<file path="src/rtl/dvs_gesture_event_gen.sv">
// dvs_gesture_event_gen
//   Synthetic DVS (event camera) stimulus source. It sweeps a bar across a
//   WIDTH_P x HEIGHT_P sensor and emits ON events for the line the bar
//   enters and OFF events for the line it leaves. Events go out on a
//   valid/ready stream, each stamped with a free-running 16-bit cycle counter.
//
//   Ports
//     clk_i          single rising-edge clock
//     reset_i        synchronous active-high reset
//     start_i        begin one sweep (only looked at in IDLE)
//     gesture_idx_i  sweep direction: 0 right, 1 left, 2 down, 3 up
//     busy_o         sweep in progress
//     done_o         one-cycle pulse at sweep end
//     valid_o        event valid (registered state, never depends on ready_i)
//     ready_i        downstream accepts event
//     x_o, y_o       event column / row
//     polarity_o     1 = ON, 0 = OFF
//     timestamp_o    counter value when the event was first presented
//
//   Optional build macro DVS_GEN_NOISE_EN adds one pseudo-random noise event
//   after each ON line, driven by an 8-bit LFSR (seed 8'hA5).
//
//   state    | meaning
//   IDLE     | waiting for start_i
//   EMIT_ON  | ON events for the line of the current step
//   NOISE    | one LFSR noise event (DVS_GEN_NOISE_EN builds only)
//   EMIT_OFF | OFF events for the previous line, or the final line
//   GAP      | idle cycles between steps
//   DONE     | done_o pulse, back to IDLE
module dvs_gesture_event_gen #(
  parameter int WIDTH_P      = 8,
  parameter int HEIGHT_P     = 8,
  parameter int GAP_CYCLES_P = 4
) (
  input  logic                        clk_i,
  input  logic                        reset_i,
  input  logic                        start_i,
  input  logic [1:0]                  gesture_idx_i,
  output logic                        busy_o,
  output logic                        done_o,
  output logic                        valid_o,
  input  logic                        ready_i,
  output logic [$clog2(WIDTH_P)-1:0]  x_o,
  output logic [$clog2(HEIGHT_P)-1:0] y_o,
  output logic                        polarity_o,
  output logic [15:0]                 timestamp_o
);

  localparam int XW   = $clog2(WIDTH_P);
  localparam int YW   = $clog2(HEIGHT_P);
  localparam int MAXD = (WIDTH_P > HEIGHT_P) ? WIDTH_P : HEIGHT_P;
  localparam int CW   = $clog2(MAXD + 1);

  localparam logic [CW-1:0] W_LAST   = CW'(WIDTH_P - 1);
  localparam logic [CW-1:0] H_LAST   = CW'(HEIGHT_P - 1);
  localparam logic [7:0]    GAP_LOAD = 8'((GAP_CYCLES_P > 0) ? GAP_CYCLES_P - 1 : 0);

  localparam logic [2:0] ST_IDLE     = 3'd0;
  localparam logic [2:0] ST_EMIT_ON  = 3'd1;
  localparam logic [2:0] ST_EMIT_OFF = 3'd2;
  localparam logic [2:0] ST_GAP      = 3'd3;
  localparam logic [2:0] ST_DONE     = 3'd4;
`ifdef DVS_GEN_NOISE_EN
  localparam logic [2:0]  ST_NOISE = 3'd5;
  localparam logic [31:0] WIDTH_U  = 32'(WIDTH_P);
  localparam logic [31:0] HEIGHT_U = 32'(HEIGHT_P);
`endif

  logic [2:0]    state_q, state_d;
  logic [1:0]    gesture_q, gesture_d;
  logic [CW-1:0] step_q, step_d;
  logic [CW-1:0] idx_q, idx_d;
  logic          final_q, final_d;
  logic [7:0]    gap_q, gap_d;
  logic [15:0]   ts_cnt_q;
  logic [15:0]   ts_q;
`ifdef DVS_GEN_NOISE_EN
  logic [7:0]    lfsr_q;
`endif

  logic          emitting;
  logic          hs;
  logic          vertical;
  logic [CW-1:0] step_last, idx_last;
  logic [CW-1:0] line_step, line_idx;
  logic [CW-1:0] ev_x, ev_y;
  logic          on_end;
  logic          adv;

  // Geometry of the current event. An OFF phase normally clears the line
  // left behind (step-1); the closing OFF phase clears the last line itself.
  always_comb begin
    vertical  = gesture_q[1];
    step_last = vertical ? H_LAST : W_LAST;
    idx_last  = vertical ? W_LAST : H_LAST;
    line_step = (state_q == ST_EMIT_OFF && !final_q) ? step_q - CW'(1) : step_q;
    line_idx  = gesture_q[0] ? step_last - line_step : line_step;
    ev_x      = vertical ? idx_q : line_idx;
    ev_y      = vertical ? line_idx : idx_q;
  end

  always_comb begin
    emitting = (state_q == ST_EMIT_ON) || (state_q == ST_EMIT_OFF);
`ifdef DVS_GEN_NOISE_EN
    emitting = emitting || (state_q == ST_NOISE);
`endif
    x_o         = '0;
    y_o         = '0;
    polarity_o  = 1'b0;
    timestamp_o = '0;
    if (emitting) begin
      x_o         = XW'(ev_x);
      y_o         = YW'(ev_y);
      polarity_o  = (state_q == ST_EMIT_ON);
      timestamp_o = ts_q;
`ifdef DVS_GEN_NOISE_EN
      if (state_q == ST_NOISE) begin
        x_o        = XW'({24'd0, lfsr_q} % WIDTH_U);
        y_o        = YW'({28'd0, lfsr_q[7:4]} % HEIGHT_U);
        polarity_o = lfsr_q[7];
      end
`endif
    end
  end

  assign valid_o = emitting;
  assign hs      = valid_o && ready_i;
  assign busy_o  = (state_q != ST_IDLE) && (state_q != ST_DONE);
  assign done_o  = (state_q == ST_DONE);

  // End of the ON part of a step: the last ON event, or the noise event
  // that follows it when noise is built in.
`ifdef DVS_GEN_NOISE_EN
  assign on_end = (state_q == ST_NOISE) && hs;
`else
  assign on_end = (state_q == ST_EMIT_ON) && hs && (idx_q == idx_last);
`endif

  always_comb begin
    state_d   = state_q;
    gesture_d = gesture_q;
    step_d    = step_q;
    idx_d     = idx_q;
    final_d   = final_q;
    gap_d     = gap_q;
    adv       = 1'b0;
    case (state_q)
      ST_IDLE: begin
        if (start_i) begin
          gesture_d = gesture_idx_i;
          step_d    = '0;
          idx_d     = '0;
          final_d   = 1'b0;
          state_d   = ST_EMIT_ON;
        end
      end
      ST_EMIT_ON: begin
        if (hs) begin
          if (idx_q == idx_last) begin
            idx_d = '0;
`ifdef DVS_GEN_NOISE_EN
            state_d = ST_NOISE;
`endif
          end else begin
            idx_d = idx_q + CW'(1);
          end
        end
      end
      ST_EMIT_OFF: begin
        if (hs) begin
          if (idx_q == idx_last) begin
            idx_d = '0;
            if (final_q) begin
              state_d = ST_DONE;
            end else if (step_q == step_last) begin
              final_d = 1'b1;
            end else begin
              adv = 1'b1;
            end
          end else begin
            idx_d = idx_q + CW'(1);
          end
        end
      end
      ST_GAP: begin
        if (gap_q == 8'd0) begin
          state_d = ST_EMIT_ON;
        end else begin
          gap_d = gap_q - 8'd1;
        end
      end
      ST_DONE: state_d = ST_IDLE;
      default: state_d = ST_IDLE;
    endcase

    // Step 0 has no previous line to clear; a single-step sweep goes
    // straight to the closing OFF phase.
    if (on_end) begin
      if (step_q != '0) begin
        state_d = ST_EMIT_OFF;
      end else if (step_q == step_last) begin
        state_d = ST_EMIT_OFF;
        final_d = 1'b1;
      end else begin
        adv = 1'b1;
      end
    end

    if (adv) begin
      step_d  = step_q + CW'(1);
      gap_d   = GAP_LOAD;
      state_d = (GAP_CYCLES_P == 0) ? ST_EMIT_ON : ST_GAP;
    end
  end

  always_ff @(posedge clk_i) begin
    if (reset_i) begin
      state_q   <= ST_IDLE;
      gesture_q <= 2'd0;
      step_q    <= '0;
      idx_q     <= '0;
      final_q   <= 1'b0;
      gap_q     <= 8'd0;
      ts_cnt_q  <= 16'd0;
      ts_q      <= 16'd0;
    end else begin
      state_q   <= state_d;
      gesture_q <= gesture_d;
      step_q    <= step_d;
      idx_q     <= idx_d;
      final_q   <= final_d;
      gap_q     <= gap_d;
      ts_cnt_q  <= ts_cnt_q + 16'd1;
      // Capture the counter value of the cycle in which the next event
      // appears; held while an event waits for ready_i.
      if (!valid_o || hs) begin
        ts_q <= ts_cnt_q + 16'd1;
      end
    end
  end

`ifdef DVS_GEN_NOISE_EN
  // Fibonacci LFSR, x^8+x^6+x^5+x^4+1, stepped once per accepted noise event.
  always_ff @(posedge clk_i) begin
    if (reset_i) begin
      lfsr_q <= 8'hA5;
    end else if (state_q == ST_NOISE && hs) begin
      lfsr_q <= {lfsr_q[6:0], lfsr_q[7] ^ lfsr_q[5] ^ lfsr_q[4] ^ lfsr_q[3]};
    end
  end
`endif

endmodule

</file>
<file path="config.mk">
export PLATFORM = sky130hd
export DESIGN_NAME = dvs_gesture_event_gen
export DESIGN_NICKNAME = d
export VERILOG_FILES = /design/src/rtl/dvs_gesture_event_gen.sv
export SDC_FILE = /design/constraint.sdc
export NUM_CORES = 1
export LEC_CHECK = 0
export CORE_ASPECT_RATIO = 0.5
export CORE_MARGIN = 2
export CORE_UTILIZATION = 50
export DETAILED_ROUTE_END_ITERATION = 6
export PLACE_DENSITY = 0.75
export SETUP_SLACK_MARGIN = 0.2
export SYNTH_ARGS = -nofsm -noshare
export SYNTH_HDL_FRONTEND = slang
export SYNTH_SLANG_ARGS = --single-unit
</file>
<file path="constraint.sdc">
create_clock -name clk_i -period 2.1 [get_ports clk_i]
set_input_delay 0.63 -clock clk_i [delete_from_list [all_inputs] [get_ports clk_i]]
set_output_delay 0.63 -clock clk_i [all_outputs]
set_load 0.005 [all_outputs]
</file>
== Word level (Yosys, flattened, before mapping) ==
Cells that the tools add are included.
W data, S select, Z words.
Word-level totals
  register bits: 54
  input bits: 6
  output and inout bits: 26
  word-level logic and storage cells: 95
Operators by class
  $add $sub $neg: 6
  equality and inequality tests: 10
  muxes and demuxes: 44
  bitwise operators: 1
  reduce and logical (&&, ||, !) cells: 24
Operators by type and width (count)
  $mux W3: 14
  $mux W4: 5
  $mux W1: 17
  $add A16 B1 Y16 const B: 1
  $mux W16: 1
  $pmux W3 S4: 1
  $add A4 B1 Y4 const B: 2
  $eq A4 B3 Y1 const B: 2
  $logic_not A8 Y1: 1
  $mux W2: 4
  $pmux W4 S2: 1
  $reduce_and A2 Y1: 4
  $reduce_bool A2 Y1: 4
  $sub A8 B1 Y8 const B: 1
  $eq A3 B2 Y1 const B: 2
  $logic_and A1 B1 Y1: 5
  $ne A2 B2 Y1 const B: 2
  $reduce_bool A4 Y1: 1
  $reduce_or A2 Y1: 2
  $eq A3 B1 Y1 const B: 1
  $eq A3 B3 Y1 const B: 1
  $logic_not A3 Y1: 1
  $ne A3 B3 Y1 const B: 1
  $reduce_and A3 Y1: 1
  8 further kinds: 10

== Longest topological paths before layout ==
  word-level depth: 11
  mapped depth: 7
  mapped depth without buffers: 6

== Least setup slack after synthesis ==
OpenSTA, ideal clock, no wires.
  path type: flip-flop to output port
  start point: register state_q[0]
  end point: output x_o[1]
  arrival time: 1.443 ns
  path slack: 0.027 ns
  stages on the path, launching flop included: 7
  buffers on the path: 1
  path through: dfxtp_1 clkbuf_8 xor2_1 nand2_2 inv_1 o21ai_0 o21ba_2
Between the ends
  elaborated cells between the ends (all ways): 9
  classes of those cells: add/sub (1); eq/ne (2); mux (4); reduce/logical (2)
RTL lines
  start: declaration: RTL line 69  | logic [2:0] state_q, state_d;
  start signal: assignment: RTL line 227  | state_q <= state_d;
  $eq A3 B1 Y1 / $eq A3 B2 Y1 (equally long branches): RTL line 103  | emitting = (state_q == ST_EMIT_ON) || (state_q == ST_EMIT_OFF);
  $logic_or A1 B1 Y1 *: RTL line 103
  named net valid_o: RTL line 41  | output logic valid_o,
  $mux W3 *: RTL line 111  | if (emitting) begin
  end: declaration: RTL line 43  | output logic [$clog2(WIDTH_P)-1:0] x_o,
The timed path passes the listed nets; every way through them passes the cells marked *.

== Worst setup path after layout ==
  start point: register state_q[0]
  end point: output x_o[1]
Between the ends
  cells in the longest elaborated chain, start to end: 7
  elaborated cells between the ends (all ways): 9
  classes of those cells: add/sub (1); eq/ne (2); mux (4); reduce/logical (2)
RTL lines
  $eq A3 B2 Y1: RTL line 96, 103
  $logic_and A1 B1 Y1: RTL line 96  | line_step = (state_q == ST_EMIT_OFF && !final_q) ? step_q - CW'(1) : step_q;
  $mux W3: RTL line 96
  $sub A3 B3 Y3: RTL line 97  | line_idx = gesture_q[0] ? step_last - line_step : line_step;
  $mux W3: RTL line 97
  $mux W3: RTL line 98  | ev_x = vertical ? idx_q : line_idx;
  $mux W3 *: RTL line 111
Every way passes the cells marked *; elsewhere a longest branch is shown, timed or not.

==> flow_summary.yaml <==
timing:
  grt_setup_unrepaired: "yes"
  setup-violations-final: 23
  drv_slew: 0
  slew_headroom_pct: 71.8
  tightest_slew_ps: 421
  min_period_ps: 2410
  setup_ws_ps: -305
  min_period_over_period_pct: 115
  skew_ps: 10.3
  max_freq_ghz: 0.416
  hold_viol_final: 0
  finalSetupTns_ps: -4000
hold_path:
  hp-class: "register to register"
  holdPathStages: 2
  min_to: "ts_q[2]"
  hold_start: "ts_q[2]"
routing:
  vias_per_cell: 5.90
  wl_per_cell_um: 18.2
  ant_nets: 0
  first_iter_violations: 139
  drc: 0
  vias: 2779
  wirelength_um: 8560
  firstDrtPassIters: 4
worst_setup_path:
  r2r_slack_ps: 60
  reg2reg_depth: 10
  startpoint_type: "register"
  path_cells: "nor4b_4, buf_4, mux2i_2, xnor2_1, o21ba_2, buf_2"
  cp_data_arrival_time_ps: 1780
  worstPathMaxFanout: 3
  max_stage_delay_ps: 350
  reg2reg_to: "ts_q[3]"
  cp_slowest_cell: "dfxtp_2"
  reg2reg_from: "state_q[1]"
  cp-end-kind: "output pin"
  crit_required_ps: 1470
  critPathKind: "register to output pin"
outcome:
  status: "finished, violations left"
  failed_checks: "negative setup slack"
synthesis:
  yosys-top-cells-count: "dfxtp_1 (54), nor2_1 (51), xnor2_1 (20), and3_1 (19)"
  netlist_top_cells_area: "dfxtp_1 (39%), nor2_1 (6.9%), xnor2_1 (6.3%)"
  synth_top_flop_cell: "dfxtp_1"
  synth_cell_types: 58
  async_reset_ff_share_pct: 0
  ys_ff_latch: 54
  netlist.area_leader.share_pct: 39.0
  post-synth-top-count-cell: "dfxtp_1"
  syn_area_per_cell_sq_um: 8.73
  syn_area_sq_um: 2770
  ys_warn_count: 0
  yosys.area.top_type: "dfxtp_1"
  synth_edf_count: 0
  synth_fp_nets: 329
  postSynthCellCount: 317
  ys_seq_area_share_pct: 39.0
cells_and_area:
  multi_input_area_sq_um: 1850
  synthToLayoutAreaGrowth_pct: 46.2
  final_cell_count_no_fill: 471
  register_area_sq_um: 1080
  antennaDiodeCount: 0
  final_nets: 409
  postLayoutCoreUtil_pct: 74.7
  nFillCells: 331
  drive_gt1_share_pct: 42.5
place:
  hpwl_um: 4500
  port_buffers: 31
  globalplace.congestion: 0.938
  placedCellCount: 431
  dpl_worst_slack_ps: -308
power_and_ir_drop:
  power_switching_uw: 546
  ir_drop_v: 0.000346
  switching_share_pct: 25.7
  seq_power_share_pct: 50.6
  leakagePower_nw: 1.58
  p_int_mw: 1.58
  p_per_area_nw_per_um2: 524
  combPwrFrac_pct: 14.5
  p_clk_share_pct: 34.8
global_route:
  met2_usage_pct: 40.9
  grt_use_total_pct: 24.6
  grt_pass1_vias: 2512
  busiest_layer: "met2"
  use_met3_pct: 5.57
  grt.overflow.total: 0
  use_met1_pct: 31.2
  grt_max_degree: 35
  grt_pass1_wl_um: 11900
  antenna_found_initial: 0
die:
  io_pins: 32
  start_util_pct: 51.1
  die_w_um: 109
  num_rows: 19
  dieHeight_um: 56.6
  fp.dieArea_sq_um: 6190
  core_area_sq_um: 5420
clock_network:
  clk_path_buf_depth: 2
  cts_tree: "done"
  path_clk_slew_ps: 100
  clock_latency_ps: 320
  h-tree-depth: 2
  root_buffer: "clkbuf_8"
  clock_sinks: 54
  numCtsBuffers: 5
run:
  cap_viol_max_count: 0
[final cells by class]
class	instances	area share (%)
Timing Repair Buffer	92	21.0
Clock inverter	3	1.17
Inverter	14	1.30
Multi-Input combinational cell	230	45.8
Sequential cell	54	26.8
Clock buffer	5	1.70
Tap cell	73	2.26
[through the flow]
| step | area, sq um | power [mW] | hold WS [ps] |
|---|---|---|---|
| 2_1_floorplan | 2800 | 1.19 | 441 |
| 3_3_place_gp | 3320 | 1.27 | 473 |
| 3_5_place_dp | 3320 | 1.28 | 486 |
| 4_1_cts | 3740 | 2.06 | 515 |
| 5_1_grt | 4050 | 2.19 | 536 |
| 6_report | 4050 | 2.12 | 509 |
[worst max-delay path by stage]
| stage | startpoint | end | slack [ps] | cells past startpoint |
|---|---|---|---|---|
| 3_3_place_gp | state_q[0] | x_o[1] | -270 | 5 |
| 6_report | state_q[0] | x_o[1] | -310 | 6 |
| 2_1_floorplan | state_q[1] | x_o[1] | 140 | 5 |
| 5_1_grt | state_q[0] | x_o[1] | -360 | 6 |
| 3_5_place_dp | state_q[0] | y_o[0] | -310 | 6 |
| 4_1_cts | final_q | x_o[1] | -310 | 6 |
[metal layers]
metal  vias up  routed length (um)
li1       1280                   -
met1      1364                3580
met2       105                4240
met3        30                 506
met4         0                 232
met5         -                   0
[registers in the layout, summed over array words and instances, names as in the netlist]
| signal | flops |
|---|---|
| idx_q | 4 |
| gap_q | 8 |
| ts_cnt_q | 16 |
| gesture_q | 2 |
| final_q | 1 |
| state_q | 3 |
| ts_q | 16 |
| step_q | 4 |
[power groups by stage]
| stage | registers (mW) | clock network, mW | logic, mW |
|---|---|---|---|
| final | 1.07 | 0.740 | 0.309 |
| after global routing | 1.08 | 0.787 | 0.326 |
| after CTS | 1.07 | 0.741 | 0.255 |
| after detailed placement | 1.09 | 0 | 0.191 |
| after global placement | 1.09 | 0 | 0.187 |
| after floorplan | 1.08 | 0 | 0.110 |
[cell usage in the layout, fill, tap and decap left out, drive strengths merged, types with 3 or more instances in the layout]
cell           instances
o21a                   3
nor3b                  3
nor2                  52
nand4                  5
ha                     6
nor4                   8
a21oi                 10
and3                  19
nor3                   9
xor2                   6
inv                   14
clkdlybuf4s50          5
o21ai                  3
buf                   87
nand3                 10
xnor2                 20
nand2                 15
o211ai                 6
a211oi                14
mux2i                  7
nor2b                  3
dfxtp                 54
clkbuf                 5
[logic make-up (layout without fill, tap and decap cells)]
kind of cell / after synthesis / in the layout / synth area share (%)
XOR/XNOR: 26 / 26 / 8.22
flip-flops: 54 / 54 / 39.0
adder cells (fa/ha/maj): 6 / 6 / 2.71
AND/OR/NAND/NOR: 140 / 140 / 27.2
multiplexers: 8 / 8 / 2.94
buffers and inverters: 33 / 114 / 6.42
AO/OA/AOI/OAI: 50 / 50 / 13.5
[repair_timing]
item | 4_1_cts | 5_1_grt
buffers inserted | 23 | 7
pin swaps | 18 | 20
endpoints found under the setup margin | 26 | 30
hold buffers | 0 | 0
cloned | 2 | 0
gates resized for setup | 159 | 60
[critical path: cells and delay by family (launching register included)]
family	cells	cell delay [ps]
mux	1	210
buf+inv	2	290
compound gates	1	200
xor+xnor	1	100
flops	1	350
simple gates	1	310
Note: power is estimated with default switching activity, not from simulation.
